### src/rtl/sram_arbiter_pkg.sv
// Shared constants and types for the SRAM sequencer/arbiter.
// The tag id field is sized generously so any practical NumReq fits.
package sram_arbiter_pkg;

    localparam int AddrWidth   = 14;
    localparam int DataWidth   = 8;
    localparam int SramLatency = 2;

    // Wide enough for up to 256 requesters; upper bits stay zero for small NumReq.
    localparam int TagIdWidth  = 8;

    typedef struct packed {
        logic                  valid;
        logic [TagIdWidth-1:0] id;
    } tag_t;

    // The SRAM port accesses every cycle, so idle must be a read.
    localparam logic IdleRead = 1'b1;

    localparam tag_t TagNone = '{valid: 1'b0, id: '0};

endpackage

### src/rtl/sram_arbiter_rr.sv
// Combinational round-robin arbiter: grants the first valid requester at or
// after ptr_i, wrapping cyclically.
module rr_arbiter #(
    parameter int NumReq   = 2,
    parameter int IdxWidth = (NumReq > 1) ? $clog2(NumReq) : 1
) (
    input  logic [NumReq-1:0]   valid_i,
    input  logic [IdxWidth-1:0] ptr_i,
    output logic [NumReq-1:0]   grant_o,
    output logic [IdxWidth-1:0] grant_idx_o,
    output logic                any_o
);

    function automatic int wrap_idx(input int base, input int off);
        int s;
        s = base + off;
        if (s >= NumReq) begin
            s = s - NumReq;
        end
        return s;
    endfunction

    always_comb begin
        grant_o     = '0;
        grant_idx_o = '0;
        any_o       = 1'b0;
        for (int off = 0; off < NumReq; off++) begin
            if (!any_o && valid_i[wrap_idx(int'(ptr_i), off)]) begin
                grant_o[wrap_idx(int'(ptr_i), off)] = 1'b1;
                grant_idx_o = IdxWidth'(wrap_idx(int'(ptr_i), off));
                any_o       = 1'b1;
            end
        end
    end

endmodule

### src/rtl/sram_arbiter.sv
// Round-robin sequencer for a single registered asynchronous-SRAM port, with
// an in-order tag pipeline that routes read data back to its requester.
module sram_arbiter #(
    parameter int NumReq      = 2,
    parameter int AddrWidth   = sram_arbiter_pkg::AddrWidth,
    parameter int DataWidth   = sram_arbiter_pkg::DataWidth,
    parameter int SramLatency = sram_arbiter_pkg::SramLatency
) (
    input  logic                          clk_i,
    input  logic                          rst_i,
    input  logic [NumReq-1:0]             req_valid_i,
    output logic [NumReq-1:0]             req_ready_o,
    input  logic [NumReq-1:0]             req_we_i,
    input  logic [NumReq*AddrWidth-1:0]   req_addr_i,
    input  logic [NumReq*DataWidth-1:0]   req_wdata_i,
    output logic [NumReq-1:0]             rsp_valid_o,
    output logic [DataWidth-1:0]          rsp_rdata_o,
    output logic                          sram_read_o,
    output logic [AddrWidth-1:0]          sram_addr_o,
    output logic [DataWidth-1:0]          sram_wdata_o,
    input  logic [DataWidth-1:0]          sram_rdata_i
);
    import sram_arbiter_pkg::*;

    localparam int IdxWidth  = (NumReq > 1) ? $clog2(NumReq) : 1;
    localparam int TagStages = SramLatency + 1;

    logic [IdxWidth-1:0]  prio_q, prio_d;
    logic                 read_q, read_d;
    logic [AddrWidth-1:0] addr_q, addr_d;
    logic [DataWidth-1:0] wdata_q, wdata_d;
    tag_t                 tag_q [TagStages];
    tag_t                 tag_d [TagStages];

    logic [NumReq-1:0]    grant;
    logic [IdxWidth-1:0]  grant_idx;
    logic                 grant_any;
    logic                 fire;

    rr_arbiter #(
        .NumReq   (NumReq),
        .IdxWidth (IdxWidth)
    ) u_rr (
        .valid_i     (req_valid_i),
        .ptr_i       (prio_q),
        .grant_o     (grant),
        .grant_idx_o (grant_idx),
        .any_o       (grant_any)
    );

    // Nothing may be accepted while reset holds the command registers.
    assign req_ready_o = grant & {NumReq{~rst_i}};
    assign fire        = grant_any & ~rst_i;

    always_comb begin
        prio_d   = prio_q;
        read_d   = IdleRead;
        addr_d   = addr_q;
        wdata_d  = wdata_q;
        tag_d[0] = TagNone;
        if (fire) begin
            read_d   = ~req_we_i[grant_idx];
            addr_d   = req_addr_i[grant_idx*AddrWidth +: AddrWidth];
            wdata_d  = req_wdata_i[grant_idx*DataWidth +: DataWidth];
            prio_d   = (grant_idx == IdxWidth'(NumReq - 1)) ? '0 : grant_idx + IdxWidth'(1);
            tag_d[0] = '{valid: ~req_we_i[grant_idx], id: TagIdWidth'(grant_idx)};
        end
        for (int s = 1; s < TagStages; s++) begin
            tag_d[s] = tag_q[s-1];
        end
    end

    always_ff @(posedge clk_i or posedge rst_i) begin
        if (rst_i) begin
            prio_q  <= '0;
            read_q  <= IdleRead;
            addr_q  <= '0;
            wdata_q <= '0;
            for (int s = 0; s < TagStages; s++) begin
                tag_q[s] <= TagNone;
            end
        end else begin
            prio_q  <= prio_d;
            read_q  <= read_d;
            addr_q  <= addr_d;
            wdata_q <= wdata_d;
            for (int s = 0; s < TagStages; s++) begin
                tag_q[s] <= tag_d[s];
            end
        end
    end

    always_comb begin
        rsp_valid_o = '0;
        for (int k = 0; k < NumReq; k++) begin
            rsp_valid_o[k] = tag_q[TagStages-1].valid &&
                             (tag_q[TagStages-1].id == TagIdWidth'(k));
        end
    end

    assign rsp_rdata_o  = sram_rdata_i;
    assign sram_read_o  = read_q;
    assign sram_addr_o  = addr_q;
    assign sram_wdata_o = wdata_q;

endmodule
### config.mk
export PLATFORM = sky130hd
export DESIGN_NAME = sram_arbiter
export DESIGN_NICKNAME = d
export VERILOG_FILES = /design/src/rtl/sram_arbiter_pkg.sv /design/src/rtl/sram_arbiter_rr.sv /design/src/rtl/sram_arbiter.sv
export SDC_FILE = /design/constraint.sdc
export NUM_CORES = 1
export LEC_CHECK = 0
export BUFFER_PORTS_ARGS = -buffer_cell sky130_fd_sc_hd__buf_2
export CAP_MARGIN = 20
export CORE_MARGIN = 3
export CORE_UTILIZATION = 45
export CTS_CLUSTER_SIZE = 30
export DETAILED_ROUTE_END_ITERATION = 16
export GPL_ROUTABILITY_DRIVEN = 0
export PLACE_DENSITY_LB_ADDON = 0.1
export SLEW_MARGIN = 20
export SYNTH_ARGS = -nofsm -noshare
export SYNTH_HDL_FRONTEND = slang
export SYNTH_HIERARCHICAL = 1
export SYNTH_SLANG_ARGS = --single-unit
### constraint.sdc
create_clock -name clk_i -period 3.8 [get_ports clk_i]
set_input_delay 0.57 -clock clk_i [delete_from_list [all_inputs] [get_ports clk_i]]
set_output_delay 0.57 -clock clk_i [all_outputs]
set_load 0.05 [all_outputs]
==> flow_summary_export.csv <==
group,metric,value,unit
timing,clock_skew,0.00388,ns
flow_run,max_cap_viol_count,0,
die,die_area,0.00432,mm²
die,die_y,65.8,µm
die,num_rows,21,
clocking,numCtsBuffers,5,
global_routing,grt_busiest_layer,"met2",
detailed_routing,routedWlPerCell,13.7,µm
finish,area_growth,24.8,%
detailed_routing,vias_per_cell,4.76,
timing,rsz0062_at_grt,"no",
clocking,hold_buffers,0,
timing,fmax,478,MHz
finish,final_util,0.592,
die,core,0.00339,mm²
setup_path,cp.arrival,2.30,ns
clocking,clk_latency,0.31,ns
global_routing,grt_pass1_wl,4950,µm
timing,finalMaxSlewViolations,0,
finish,mostFrequentLayoutCells,"76 x buf_2, 35 x mux2_4, 29 x dfrtp_1",
power,p_per_area,479,mW/mm²
finish,final_common_cell,"buf_2",
detailed_routing,first_pass_iters,2,
power,ir_drop,0.230,mV
setup_path,slowest_delay,0.85,ns
yosys,yosys-top-cells-area,"dfrtp_1 45%, mux2_4 33%, mux2_2 7.0%, buf_4 4.7%, dfstp_2 1.6%",
yosys,synth_seq_area_share,0.468,
finish,fillerInstances,283,
die,dieWidth,65.8,µm
yosys,synthCells,105,
clocking,clk_pin_slew,0.09,ns
clocking,cts_sinks,30,
yosys,synth_cell_types,16,
detailed_routing,drt_iter0_markers,4,
clocking,cts_tree,"built",
setup_path,cp_max_fo,25,
yosys,synth_top_area_share,0.452,
timing,fin_crit,2.09,ns
finish,diodes,0,
clocking,postCtsSetupRepairBufs,0,
global_routing,grt_use_met1,0.171,
clocking,cts_resized,0,
finish,drive_above_1_share,0.754,
setup_path,end_kind,"register",
setup_path,critPathMostFrequentCell,"mux2_2",
global_routing,grt_pass1_vias,1119,
timing,finalCritPeriodShare,0.550,
detailed_routing,ant_nets,0,
setup_path,critPathBufInv,1,
setup_path,crit_path_cell_trace,"inv_1 > a21boi_4 > mux2_2 > mux2_2",
timing,setup_violations,0,
yosys,ys.warnings.count,6,
setup_path,start_kind,"register",
finish,regArea,752,µm²
yosys,synth-seq-cells,30,
global_routing,grt_use_met3,0.0650,
global_routing,overflow,0,
setup_path,crit_type,"reg -> reg",
yosys,syn_area,0.00161,mm²
setup_path,crit_family,"compound AO/OA/AOI/OAI gates",
global_routing,track_usage,0.154,
clocking,root_buffer,"clkbuf_4",
timing,finalSetupTns,0,ns
detailed_routing,vias,1051,
finish,nNetsFinal,232,
yosys,synth_area_leader_cell,"dfrtp_1",
timing,maxSlewHeadroom,0.278,
timing,tightest_slew,1.08,ns
yosys,avgSynthCellArea,15.3,µm²
setup_path,required,4.01,ns
global_routing,antenna_found_initial,0,
yosys,synth_fp_nets,163,
timing,finalHoldViolCount,0,
global_routing,grt_max_degree,31,
detailed_routing,drt_wl_total,3030,µm
finish,fin_cells,221,
power,p_leak,1.07,nW
outcome,outcome,"finished, final reports clean",
global_routing,grt.met2_usage,0.263,
die,initial_core_util,0.474,
setup_path,critical-path-slowest-cell,"a21boi_4",
die,pin_count,93,
place,post-place-cells,213,
timing,fin_hold_ws,0.358,ns
place,io_buffer_count,76,
finish,multi_input_area,744,µm²
detailed_routing,drc,0,
min_path,hold_path_class,"reg -> reg",
clocking,cts_max_path_buffers,2,
clocking,ctsHtreeMaxLevel,2,
-- cell type report --
class | count | area share
repair buffers | 76 | 0.190
clock inverters | 1 | 0.00250
clock buffers | 7 | 0.0274
flip-flops and latches | 30 | 0.375
well taps | 46 | 0.0287
inverters | 3 | 0.00561
multi-input cells | 58 | 0.371
-- cell usage after synthesis (all sizes together) --
cell type / number
nand2: 1
mux2i: 1
and2: 2
mux2: 45
or2: 1
nor3b: 1
a21boi: 3
inv: 3
dfrtp: 29
nor2b: 4
buf: 14
dfstp: 1
-- stage by stage --
step,cell area [µm²],power [mW],worst slack [ns]
floorplan,1610,0.714,1.80
global placement,1950,0.771,1.52
detailed placement,1950,0.780,1.46
CTS,2010,0.976,1.71
global route,2010,1.01,1.59
finish,2010,0.961,1.71
-- final timing paths --
path | slack, ns | depth (start not counted) | endpoint | startpoint
min | 0.36 | 0 | tag_q[8]$_DFF_PP0_ | tag_d[8]$_DFF_PP0_
max reg2reg | 1.71 | 4 | sram_wdata_o[6]$_DFFE_PP0P_ | prio_q$_DFFE_PP0P_
max | 1.71 | 4 | sram_wdata_o[6]$_DFFE_PP0P_ | prio_q$_DFFE_PP0P_
min in group asynchronous | 0.38 | 2 | prio_q$_DFFE_PP0P_ | rst_i
min reg2reg | 0.36 | 0 | tag_q[8]$_DFF_PP0_ | tag_d[8]$_DFF_PP0_
max in group asynchronous | 3.02 | 2 | sram_addr_o[2]$_DFFE_PP0P_ | rst_i
-- per-layer routing --
layer / wire, µm / share of wire / vias up
met3: 253 / 0.084 / 2
met2: 1570 / 0.52 / 45
met1: 1200 / 0.39 / 512
li1: - / - / 492
met4: 11 / 0.0036 / 0
met5: 0 / 0 / -
-- flip-flops by register name, indices dropped and copies added (netlist names) --
register / flops
prio_q: 1
sram_read_o: 1
sram_addr_o: 14
sram_wdata_o: 8
tag_q: 2
tag_d: 4
-- cells by family after synthesis --
logic type | synth area share
compound gates | 0.0140
buf+inv | 0.0802
flops | 0.468
mux | 0.403
simple gates | 0.0343
-- power by group --
group	switching [mW]	internal (mW)
logic	0.234	0.144
registers	0.0242	0.367
clock network	0.102	0.0895
Note: power is estimated with default switching activity, not from simulation.
